`src/rtl/pong_match_sequencer_if.sv`:
```
// Signal bundle between the Pong match sequencer, the input/timer logic and the
// ball/paddle datapath. The sequencer takes the slave side.
interface pong_match_sequencer_if #(
    parameter int SCORE_W = 4
);
    logic               start;
    logic               pause;
    logic               miss_left;
    logic               miss_right;
    logic [3:0]         sec1;
    logic               step_en;
    logic               ball_reset;
    logic               serve_dir;
    logic [SCORE_W-1:0] score1;
    logic [SCORE_W-1:0] score2;
    logic [1:0]         state_o;
    logic [1:0]         winner;

    modport slave (
        input  start, pause, miss_left, miss_right, sec1,
        output step_en, ball_reset, serve_dir, score1, score2, state_o, winner
    );

    modport master (
        output start, pause, miss_left, miss_right, sec1,
        input  step_en, ball_reset, serve_dir, score1, score2, state_o, winner
    );
endinterface

```
`src/rtl/pong_match_sequencer.sv`:
```
// Match-level controller for Pong: new_game/play/new_ball/over sequencing, score
// keeping, and the speed-dependent physics-step strobe for the ball/paddle datapath.
module pong_match_sequencer #(
    parameter int DIV_W        = 20,
    parameter int CLK_DIV_BASE = 500000,
    parameter int SPEED_STEP   = 50000,
    parameter int MIN_DIV      = 100000,
    parameter int SCORE_W      = 4,
    parameter int WIN_SCORE    = 5,
    parameter int SERVE_DELAY  = 60
) (
    input  logic                 clk,
    input  logic                 rst,
    pong_match_sequencer_if.slave bus
);

    localparam logic [1:0] ST_NEW_GAME = 2'd0;
    localparam logic [1:0] ST_PLAY     = 2'd1;
    localparam logic [1:0] ST_NEW_BALL = 2'd2;
    localparam logic [1:0] ST_OVER     = 2'd3;

    localparam logic [1:0] WIN_NONE = 2'd0;
    localparam logic [1:0] WIN_P1   = 2'd1;
    localparam logic [1:0] WIN_P2   = 2'd2;

    localparam int SERVE_W = (SERVE_DELAY > 1) ? $clog2(SERVE_DELAY) : 1;

    localparam logic [SCORE_W-1:0] SCORE_WIN  = SCORE_W'(WIN_SCORE);
    localparam logic [SCORE_W-1:0] SCORE_ZERO = '0;
    localparam logic [SERVE_W-1:0] SERVE_LAST = SERVE_W'(SERVE_DELAY - 1);

    // Registered state
    logic [1:0]         state_q,     state_d;
    logic               start_q;
    logic [DIV_W-1:0]   cnt_q;
    logic [DIV_W-1:0]   period_q;
    logic [SERVE_W-1:0] serve_cnt_q, serve_cnt_d;
    logic [SCORE_W-1:0] score1_q,    score1_d;
    logic [SCORE_W-1:0] score2_q,    score2_d;
    logic [1:0]         winner_q,    winner_d;
    logic               serve_dir_q, serve_dir_d;
    logic               step_en_q;
    logic               ball_reset_q;

    // Combinational helpers
    logic               start_rise;
    logic               div_run;
    logic               tick;
    logic               enter_new_ball;
    logic [DIV_W-1:0]   period_calc;
    logic [SCORE_W-1:0] score1_inc;
    logic [SCORE_W-1:0] score2_inc;

    assign start_rise = bus.start & ~start_q;
    assign div_run    = (state_q == ST_NEW_BALL) || ((state_q == ST_PLAY) && !bus.pause);
    assign tick       = div_run && (cnt_q == period_q - DIV_W'(1));

    // Scores saturate; in practice the match ends before they can pass WIN_SCORE.
    assign score1_inc = (score1_q >= SCORE_WIN) ? score1_q : score1_q + SCORE_W'(1);
    assign score2_inc = (score2_q >= SCORE_WIN) ? score2_q : score2_q + SCORE_W'(1);

    // Step period shrinks with the speed level; the comparison is done in int so a
    // reduction larger than the base period clamps instead of wrapping.
    always_comb begin
        if (int'(bus.sec1) * SPEED_STEP > CLK_DIV_BASE - MIN_DIV)
            period_calc = DIV_W'(MIN_DIV);
        else
            period_calc = DIV_W'(CLK_DIV_BASE - int'(bus.sec1) * SPEED_STEP);
    end

    // NOTE: every output of this block is given a default first so no latch is inferred.
    always_comb begin
        state_d        = state_q;
        serve_cnt_d    = serve_cnt_q;
        score1_d       = score1_q;
        score2_d       = score2_q;
        winner_d       = winner_q;
        serve_dir_d    = serve_dir_q;
        enter_new_ball = 1'b0;

        case (state_q)
            ST_NEW_GAME: begin
                score1_d = SCORE_ZERO;
                score2_d = SCORE_ZERO;
                winner_d = WIN_NONE;
                if (start_rise) begin
                    serve_dir_d    = 1'b1;
                    enter_new_ball = 1'b1;
                end
            end

            ST_NEW_BALL: begin
                if (tick) begin
                    if (serve_cnt_q == SERVE_LAST) begin
                        state_d     = ST_PLAY;
                        serve_cnt_d = '0;
                    end else begin
                        serve_cnt_d = serve_cnt_q + SERVE_W'(1);
                    end
                end
            end

            ST_PLAY: begin
                if (bus.miss_left && bus.miss_right) begin
                    enter_new_ball = 1'b1;
                end else if (bus.miss_left) begin
                    score2_d    = score2_inc;
                    serve_dir_d = 1'b0;
                    if (score2_inc == SCORE_WIN) begin
                        state_d  = ST_OVER;
                        winner_d = WIN_P2;
                    end else begin
                        enter_new_ball = 1'b1;
                    end
                end else if (bus.miss_right) begin
                    score1_d    = score1_inc;
                    serve_dir_d = 1'b1;
                    if (score1_inc == SCORE_WIN) begin
                        state_d  = ST_OVER;
                        winner_d = WIN_P1;
                    end else begin
                        enter_new_ball = 1'b1;
                    end
                end
            end

            ST_OVER: begin
                if (start_rise) begin
                    state_d  = ST_NEW_GAME;
                    score1_d = SCORE_ZERO;
                    score2_d = SCORE_ZERO;
                    winner_d = WIN_NONE;
                end
            end

            default: state_d = ST_NEW_GAME;
        endcase

        if (enter_new_ball) begin
            state_d     = ST_NEW_BALL;
            serve_cnt_d = '0;
        end
    end

    // NOTE: sequential state uses non-blocking assignments so every flop samples pre-edge values.
    always_ff @(posedge clk or negedge rst) begin
        if (!rst) begin
            state_q      <= ST_NEW_GAME;
            start_q      <= 1'b0;
            cnt_q        <= '0;
            period_q     <= DIV_W'(CLK_DIV_BASE);
            serve_cnt_q  <= '0;
            score1_q     <= '0;
            score2_q     <= '0;
            winner_q     <= WIN_NONE;
            serve_dir_q  <= 1'b1;
            step_en_q    <= 1'b0;
            ball_reset_q <= 1'b0;
        end else begin
            state_q      <= state_d;
            start_q      <= bus.start;
            serve_cnt_q  <= serve_cnt_d;
            score1_q     <= score1_d;
            score2_q     <= score2_d;
            winner_q     <= winner_d;
            serve_dir_q  <= serve_dir_d;
            step_en_q    <= tick && (state_q == ST_PLAY);
            ball_reset_q <= enter_new_ball;

            // A new speed level is only picked up at a wrap, never mid-period.
            if (tick)
                period_q <= period_calc;

            if (enter_new_ball)
                cnt_q <= '0;
            else if (tick)
                cnt_q <= '0;
            else if (div_run)
                cnt_q <= cnt_q + DIV_W'(1);
        end
    end

    assign bus.step_en    = step_en_q;
    assign bus.ball_reset = ball_reset_q;
    assign bus.serve_dir  = serve_dir_q;
    assign bus.score1     = score1_q;
    assign bus.score2     = score2_q;
    assign bus.state_o    = state_q;
    assign bus.winner     = winner_q;

endmodule

```
`src/flat_wrapper.sv`:
```
// flat-port wrapper written by rule: the top's interface ports become plain ports
module pong_match_sequencer_flat 
#(
    parameter int DIV_W        = 20,
    parameter int CLK_DIV_BASE = 500000,
    parameter int SPEED_STEP   = 50000,
    parameter int MIN_DIV      = 100000,
    parameter int SCORE_W      = 4,
    parameter int WIN_SCORE    = 5,
    parameter int SERVE_DELAY  = 60
)
  (clk, rst, bus_start, bus_pause, bus_miss_left, bus_miss_right, bus_sec1, bus_step_en, bus_ball_reset, bus_serve_dir, bus_score1, bus_score2, bus_state_o, bus_winner);
  pong_match_sequencer_if #(.SCORE_W(SCORE_W)) bus_i ();
  input  logic clk;
  input  logic rst;
  input wire logic [$bits(bus_i.start)-1:0] bus_start;
  input wire logic [$bits(bus_i.pause)-1:0] bus_pause;
  input wire logic [$bits(bus_i.miss_left)-1:0] bus_miss_left;
  input wire logic [$bits(bus_i.miss_right)-1:0] bus_miss_right;
  input wire logic [$bits(bus_i.sec1)-1:0] bus_sec1;
  output wire logic [$bits(bus_i.step_en)-1:0] bus_step_en;
  output wire logic [$bits(bus_i.ball_reset)-1:0] bus_ball_reset;
  output wire logic [$bits(bus_i.serve_dir)-1:0] bus_serve_dir;
  output wire logic [$bits(bus_i.score1)-1:0] bus_score1;
  output wire logic [$bits(bus_i.score2)-1:0] bus_score2;
  output wire logic [$bits(bus_i.state_o)-1:0] bus_state_o;
  output wire logic [$bits(bus_i.winner)-1:0] bus_winner;
  assign bus_i.start = bus_start;
  assign bus_i.pause = bus_pause;
  assign bus_i.miss_left = bus_miss_left;
  assign bus_i.miss_right = bus_miss_right;
  assign bus_i.sec1 = bus_sec1;
  assign bus_step_en = bus_i.step_en;
  assign bus_ball_reset = bus_i.ball_reset;
  assign bus_serve_dir = bus_i.serve_dir;
  assign bus_score1 = bus_i.score1;
  assign bus_score2 = bus_i.score2;
  assign bus_state_o = bus_i.state_o;
  assign bus_winner = bus_i.winner;
  pong_match_sequencer #(.DIV_W(DIV_W), .CLK_DIV_BASE(CLK_DIV_BASE), .SPEED_STEP(SPEED_STEP), .MIN_DIV(MIN_DIV), .SCORE_W(SCORE_W), .WIN_SCORE(WIN_SCORE), .SERVE_DELAY(SERVE_DELAY)) u_core (.clk(clk), .rst(rst), .bus(bus_i));
endmodule
```
`config.mk`:
```
export PLATFORM = sky130hd
export DESIGN_NAME = pong_match_sequencer_flat
export DESIGN_NICKNAME = d
export VERILOG_FILES = /design/src/rtl/pong_match_sequencer_if.sv /design/src/rtl/pong_match_sequencer.sv /design/src/flat_wrapper.sv
export SDC_FILE = /design/constraint.sdc
export NUM_CORES = 1
export LEC_CHECK = 0
export ABC_AREA = 1
export BUFFER_PORTS_ARGS = -buffer_cell sky130_fd_sc_hd__buf_2
export CORE_MARGIN = 2
export CORE_UTILIZATION = 36
export CTS_BUF_LIST = sky130_fd_sc_hd__clkbuf_4 sky130_fd_sc_hd__clkbuf_8
export CTS_CLUSTER_DIAMETER = 40
export DETAILED_ROUTE_END_ITERATION = 8
export PLACE_DENSITY = 0.64
export SYNTH_ARGS = -nofsm -noshare
export SYNTH_HDL_FRONTEND = slang
export SYNTH_SLANG_ARGS = --single-unit
```
`constraint.sdc`:
```
create_clock -name clk -period 3.3 [get_ports clk]
set_input_delay 0.33 -clock clk [delete_from_list [all_inputs] [get_ports clk]]
set_output_delay 0.33 -clock clk [all_outputs]
set_load 0.05 [all_outputs]
```
Word level (Yosys, flattened, before mapping):

Index checks and enable logic that the tools add are counted.

* input bits: 10
* output and inout bits: 15
* flip-flop bits (word level): 62

* magnitude comparators: 3
* $mul: 1
* multiplexer cells: 46
* reductions and logical operators: 19
* equality and inequality tests: 23
* bitwise operators: 2
* add/subtract/negate cells: 6

Operator list (number)
* 20-bit two-way mux: 4
* 32-bit by 20-bit greater-than comparator with 1-bit output, second input constant: 1
* 4-bit two-way mux: 8
* 2-bit two-way mux: 14
* 6-bit two-way mux: 4
* 4-bit case mux with 3 select lines: 2
* 20-bit by 1-bit adder with 20-bit output, second input constant: 1
* 20-bit == test: 1
* 20-bit by 1-bit subtractor with 20-bit output, second input constant: 1
* 20-bit subtractor, first input constant: 1
* 4-bit by 12-bit multiplier with 16-bit output, second input constant: 1
* 4-bit by 3-bit inequality test with 1-bit output, second input constant: 3
* 2-bit case mux with 3 select lines: 2
* 1-bit two-way mux: 10
* 3-bit inequality test, second input constant: 3
* 4-bit by 1-bit adder with 4-bit output, second input constant: 2
* 4-bit by 3-bit == test with 1-bit output, second input constant: 2
* 4-bit by 3-bit greater-or-equal comparator with 1-bit output, second input constant: 2
* 2-bit inequality test, second input constant: 4
* 4-bit AND reduction: 2
* 8-bit AND reduction: 1
* 6-bit by 1-bit adder with 6-bit output, second input constant: 1
* 6-bit == test, second input constant: 1
* 3-bit by 1-bit inequality test with 1-bit output, second input constant: 2
* other kinds (17): 27

Longest topological paths before layout:

Gate-level depths: netlist of the first run.

* depth in word-level cells: 10
* gate-level depth with buffers: 20
* mapped depth without buffers: 20

Worst setup path after synthesis of the first run:

Ideal clock, no wire load.

* path kind: input port to flip-flop
* from: input bus_sec1[1]
* to: register u_core.period_q[10]
* arrival time: 2.650 ns
* buffers on the path: 0
* cell stages on the path: 17
* library setup time: 0.123 ns
* data required time: 3.177 ns
* setup slack: 0.527 ns
* cell sequence: ha_1 > xor2_1 > ha_1 > a21o_1 > ha_1 > nand2_1 > nand2_1 > o21ai_0 > o21ai_0 > a21o_1 > nand2_1 > inv_1 > nand3_1 > nand2_1 > nand2_1 > o21ai_0 > nand2_1

* word-level cells in the longest chain between the ends: 3
* elaborated cells between the ends (all ways): 4
* classes of those cells: add/sub (1); mul (1); order compare (1); mux (1)

Ends and longest elaborated chain
* start: declaration: line flat_wrapper.sv:20 `input wire logic [$bits(bus_i.sec1)-1:0] bus_sec1;`
* 4-bit by 12-bit multiplier with 16-bit output *: line pong_match_sequencer.sv:65, pong_match_sequencer.sv:68
* 32-bit by 20-bit greater-than comparator with 1-bit output or 20-bit subtractor (tied branches): line pong_match_sequencer.sv:65, pong_match_sequencer.sv:68
* 20-bit two-way mux *: line pong_match_sequencer.sv:65 `if (int'(bus.sec1) * SPEED_STEP > CLK_DIV_BASE - MIN_DIV)`
* end signal: assignment: line pong_match_sequencer.sv:151 `period_q <= DIV_W'(CLK_DIV_BASE);`
* end signal: assignment: line pong_match_sequencer.sv:172 `period_q <= period_calc;`
* end: declaration: line pong_match_sequencer.sv:36 `logic [DIV_W-1:0] period_q;`

Every way passes the cells marked *; elsewhere a longest branch is shown, timed or not.
A chain may end at the register's enable or synchronous reset.

Worst setup path after layout of the first run:

* from: input bus_sec1[1]
* to: register u_core.period_q[7]

The elaborated chain is that of the path after synthesis.

==> results.cfg, run 1 <==
[worst_setup_path]
cp_slowest_cell = ha_1
r2r_start = u_core.period_q[4]
worst_setup_path_end_kind = flop
rrSetupSlack_ps = 690
path_buf_inv = 1
path_cells = buf_2 > ha_1 > xor2_1 > ha_1 > a21o_1 > ha_1 > nand2_1 > nand2_1 > o21ai_0 > o21ai_0 > nand2_1 > nand2_1 > nand2_1 > nor2_1 > nand3_1 > nand2_1 > nand2_1 > o21ai_0 > nand2_1
arrival_ps = 3070
r2r_cells = 13
crit_fanout = 10
crit_path_frequent_cell = nand2_1
r2r_end = u_core.period_q[10]
worstPathRequired_ps = 3540
cp-start-kind = primary input
crit_family = simple AND/OR/NAND/NOR gates
worstSetupPathType = in2reg
critPathMaxStageDelay_ps = 330

[layout]
layout-area-overhead-vs-synth_pct = 11.65
fin_util = 0.4138
antenna_cells = 0
num-nets-final = 785
fill_cells = 1392
drive_gt1_frac = 0.09720
final_cells = 923
postLayoutCellArea_um2 = 5265

[die]
core-area_um2 = 12720
start_util = 0.3707
io_pins = 25
die_w_um = 118.5
fp.dieH_um = 118.5
fp-row-count = 41
fp.dieArea_um2 = 14030

[synth]
syn-cell-area_um2 = 4716
yosys.area_share.xor_xnor = 0.07031
synth_compound_area_frac = 0.08384
synth_area_leaders = dfrtp_1 (27%), nand2_1 (18%), inv_1 (7.7%)
synth-edff-count = 0
async_flop_share = 1.000
synth-adder-area-share = 0.07429
syn-instance-count = 710
yosys.area_share.simple = 0.3762
synth_top_family_by_area = simple AND/OR/NAND/NOR gates
syn_nets = 748
yosys_warnings = 0
yosys.area.top_type = dfrtp_1
synthFlopType = dfrtp_1
synth_cell_types = 37
ys_seq_area_frac = 0.3099
ys_ff_latch = 58
yosys-mux-area-fraction = 0
synth_area_per_cell_um2 = 6.642
synth_top_area_frac = 0.2653

[timing]
worst_pin_slew_ps = 750.2
rsz0062_at_grt = false
slew_headroom = 0.4999
fin_crit_sh = 0.8586
max_freq_ghz = 0.3529
skew_ps = 10.77
hold_viol = 0
period_needed_ps = 2833
slew_violations = 0
fin_ws_ps = 466.7
finalSetupTns_ps = 0
setup_viol = 0

[place]
finalWeightedCongestion = 0.8841
pre_cts_slack_ps = 133.5
port_buffers = 24
dpl-instance-area_um2 = 5072
dp.final_hpwl_um = 8420
dp.cells = 908

[flow_run]
maxCapViolCount = 0

[power_and_ir_drop]
p_sw_frac = 0.4344
power_density_nw_per_um2 = 514.4
comb_power_share = 0.418
p_clk_frac = 0.242
seq_power_share = 0.341
internal_power_mw = 1.532
switchingPower_mw = 1.177
p_leak_nw = 2.704
ir_drop_mv = 0.2488

[clock_tree]
clk_path_buf_depth = 2
clock-sinks = 58
clkSlewWorstSetupHoldPaths_ps = 60
cts_resized = 0
cts_hold_buf = 0
h-tree-depth = 3
cts-root-buf = clkbuf_8
clock_latency_ps = 360
post_cts_buffers = 0
cts_tree = done
cts_buffers = 9

[min_path]
hold_path_class = in2reg
min_from = bus_start
min_to = u_core.start_q
holdPathStages = 1

[global_routing]
grt_max_degree = 59
grt.overflow.total = 0
antenna_found_initial = 0
grt_pass1_vias = 4158
grt_util_all_layers = 0.1625
grt_pass1_wl_um = 18800

[drt]
final_antenna_net_count = 0
post_drt_wl_per_cell_um = 11.76
postRouteWirelength_um = 10850
via_per_inst = 4.774
drt-initial-drc-count = 349
drc = 0
drtPass1Iterations = 4
vias = 4406

[outcome]
status = finished clean
## logic make-up after synthesis
group | Yosys count
xor gates and xnor gates | 37
AOI/OAI and AO/OA | 72
DFF | 58
and+or+nand+nor | 411
adders and majority gates | 28
buffers and inverters | 104
## placed cells by master, fill, tap and decap left out, types with 3 or more instances in the layout
cell type,count
buf_4,7
o21ai_1,8
dfrtp_1,50
and2_1,3
dfstp_2,8
nor2_1,80
nand3b_1,4
nand2_1,220
nor3_1,11
and3_1,4
o22ai_1,6
clkbuf_8,10
buf_2,24
a21oi_1,21
nand3_1,57
o211ai_1,3
o21ai_0,27
xnor2_1,12
nand4_1,10
nor4_1,4
xor2_1,24
inv_1,97
nand2_2,4
ha_1,28
nor2_2,5
## cell usage after synthesis (8+ instances only)
library cell / number
dfstp_2: 8
nor3_1: 11
xor2_1: 24
nand3_1: 57
dfrtp_1: 50
xnor2_1: 12
nand2_1: 220
inv_1: 97
ha_1: 28
a21oi_1: 21
nand4_1: 10
nor2_1: 80
o21ai_1: 8
o21ai_0: 27
## power groups by stage
| stage | Clock [mW] | Sequential, mW | Combinational [mW] |
|---|---|---|---|
| floorplan | 0 | 1.05 | 0.733 |
| global placement | 0 | 0.934 | 1.12 |
| detailed placement | 0 | 0.934 | 1.13 |
| CTS | 0.677 | 0.923 | 1.14 |
| global route | 0.705 | 0.943 | 1.29 |
| finish | 0.655 | 0.922 | 1.13 |
## sequential cells by signal (all words and copies together), names as in the netlist
signal / count
u_core.start_q: 1
u_core.bus.step_en: 1
u_core.bus.score2: 4
u_core.bus.state_o: 2
u_core.bus.serve_dir: 1
u_core.cnt_q: 20
u_core.serve_cnt_q: 6
u_core.bus.winner: 2
u_core.bus.score1: 4
u_core.bus.ball_reset: 1
u_core.period_q: 16
## metrics by stage
step           power (mW)  hold slack, ps
2_1_floorplan       1.782           34.41
3_3_place_gp        2.059           452.1
3_5_place_dp        2.066           453.8
4_1_cts             2.737           76.78
5_1_grt             2.940           85.87
6_report            2.708           94.37
## layout make-up
type / instances / area [um^2] / area share
Sequential cell: 58 / 1461 / 0.2776
Clock buffer: 12 / 152.6 / 0.02899
Inverter: 99 / 371.6 / 0.07058
Clock inverter: 3 / 40.04 / 0.007605
Multi-Input combinational cell: 548 / 2851 / 0.5416
Timing Repair Buffer: 31 / 172.7 / 0.03279
Tap cell: 172 / 215.2 / 0.04087
## routing by layer
metal | up-vias | GRT usage | wire length [um]
met2 | 77 | 0.2717 | 5106
met3 | 15 | 0.03378 | 359
met1 | 1970 | 0.2118 | 5225
met5 | - | 0 | 0
met4 | 0 | 0.04688 | 160
li1 | 2344 | - | -
## worst max-delay path by stage
stage / cells past startpoint / slack (ps) / start / to
after floorplan: 17 / 530 / bus_sec1[1] / u_core.period_q[10]
after global placement: 19 / 160 / bus_sec1[1] / u_core.period_q[10]
after detailed placement: 19 / 130 / bus_sec1[1] / u_core.period_q[9]
after CTS: 19 / 490 / bus_sec1[1] / u_core.period_q[10]
after global routing: 19 / 70 / bus_sec1[1] / u_core.period_q[7]
final: 19 / 470 / bus_sec1[1] / u_core.period_q[7]
Note: power is estimated with default switching activity, not from simulation.
==> run 2, diff against run 1 <==
Settings changed: PLACE_DENSITY 0.64 to unset.
==> run 2 against run 1 <==
Cell area increased by 1.2%. Sequential share of layout area decreased by 0.32 points. Utilization increased by 0.48 points. Final cell count increased by 0.11%. Register-to-register slack got worse by 20 ps. Worst setup slack got worse by 78 ps. Global-route usage increased by 0.97 points. Clock skew decreased by 3.2 ps. Critical path type unchanged.
==> results.cfg, run 2 (synthesized netlist as in run 1, its figures left out) <==
[place]
finalWeightedCongestion = 0.8754
pre_cts_slack_ps = 41.06
dp.cells = 907
dp.final_hpwl_um = 9120
dpl-instance-area_um2 = 5065
port_buffers = 24

[timing]
slew_violations = 0
hold_viol = 0
worst_pin_slew_ps = 542.0
fin_crit_sh = 0.8823
fin_ws_ps = 388.4
max_freq_ghz = 0.3435
finalSetupTns_ps = 0
rsz0062_at_grt = false
skew_ps = 7.523
setup_viol = 0
slew_headroom = 0.6383
period_needed_ps = 2912

[layout]
fin_util = 0.4187
fill_cells = 1347
postLayoutCellArea_um2 = 5326
drive_gt1_frac = 0.09707
layout-area-overhead-vs-synth_pct = 12.95
ff_latch_area_um2 = 1461
final_common_cell = nand2_1
regMostFlops = u_core.cnt_q
final_cell_mix = nand2_1 (220), inv_1 (97), nor2_1 (80), nand3_1 (57), dfrtp_1 (50)
reg_top3 = u_core.cnt_q x20, u_core.period_q x16, u_core.serve_cnt_q x6
largest_reg_flops = 20
final_cells = 924
antenna_cells = 0
num-nets-final = 785
multi_input_comb_area_um2 = 2851

[drt]
vias = 4548
via_per_inst = 4.922
drtPass1Iterations = 5
drc = 0
post_drt_wl_per_cell_um = 12.42
drt-initial-drc-count = 309
final_antenna_net_count = 0
postRouteWirelength_um = 11480

[clock_tree]
cts_tree = done
h-tree-depth = 3
cts_hold_buf = 1
clk_path_buf_depth = 2
cts_resized = 0
clock_latency_ps = 350
clkSlewWorstSetupHoldPaths_ps = 60
cts-root-buf = clkbuf_8
post_cts_buffers = 0
cts_buffers = 9
clock-sinks = 58

[global_routing]
grt_util_all_layers = 0.1722
grt_pass1_wl_um = 19780
grt.overflow.total = 0
grt_pass1_vias = 4251
antenna_found_initial = 0
grt_max_degree = 43

[die]
fp-row-count = 41
fp.dieArea_um2 = 14030
fp.dieH_um = 118.5
io_pins = 25
start_util = 0.3707
core-area_um2 = 12720
die_w_um = 118.5

[worst_setup_path]
crit_path_frequent_cell = nand2_1
cp_slowest_cell = ha_1
crit_fanout = 10
critPathMaxStageDelay_ps = 330
path_cells = buf_2 > ha_1 > xor2_1 > ha_1 > a21o_1 > ha_1 > nand2_1 > nand2_1 > o21ai_0 > o21ai_0 > nand2_1 > nand2_1 > nand2_1 > nor2_1 > nand3_1 > nand2_1 > nand2_1 > o21ai_0 > nand2_1
worstPathRequired_ps = 3530
worst_setup_path_end_kind = flop
worstSetupPathType = in2reg
path_buf_inv = 1
crit_family = simple AND/OR/NAND/NOR gates
cp-start-kind = primary input
rrSetupSlack_ps = 670
arrival_ps = 3150

[power_and_ir_drop]
ir_drop_mv = 0.1845
power_density_nw_per_um2 = 543.6
p_leak_nw = 2.730

[min_path]
hold_path_class = in2reg

[outcome]
status = finished clean

[flow_run]
maxCapViolCount = 0
[run 2: cell count changes in the layout (fill, tap and decap cells not counted), sizes merged]
cell / delta
bufinv: +2
buf: -1
clkbuf: -1
dlygate4sd3: +1
[run 2: final timing paths]
check / startpoint / to / depth (start not counted)
min in group asynchronous: rst / u_core.cnt_q[17] / 2
min reg2reg: u_core.bus.serve_dir / u_core.bus.serve_dir / 2
max reg2reg: u_core.period_q[4] / u_core.period_q[14] / 13
min: bus_start / u_core.start_q / 1
max: bus_sec1[1] / u_core.period_q[9] / 19
max in group asynchronous: rst / u_core.period_q[13] / 3
[run 2: report_power, final]
group | switching (mW) | internal [mW] | total (mW)
Combinational | 0.799 | 0.342 | 1.14
Clock | 0.287 | 0.540 | 0.827
Sequential | 0.116 | 0.811 | 0.928
[run 2: layer usage]
metal / wire (um) / global-route usage / vias up
li1: - / - / 2349
met1: 5334 / 0.2207 / 2086
met2: 5395 / 0.2887 / 97
met3: 537 / 0.04102 / 16
met4: 207 / 0.04985 / 0
met5: 0 / 0 / -
[run 2: area by class of cell]
cell class,count,area share
Clock buffer,11,0.02842
Timing Repair Buffer,31,0.03289
Multi-Input combinational cell,548,0.5354
Inverter,99,0.06977
Sequential cell,58,0.2744
Clock inverter,5,0.01879
Tap cell,172,0.04040
[run 2: stage by stage]
stage,hold WS [ps],total power [mW]
2_1_floorplan,34.41,1.782
3_3_place_gp,276.2,2.058
3_5_place_dp,275.1,2.078
4_1_cts,84.47,2.914
5_1_grt,81.54,3.118
6_report,96.15,2.895
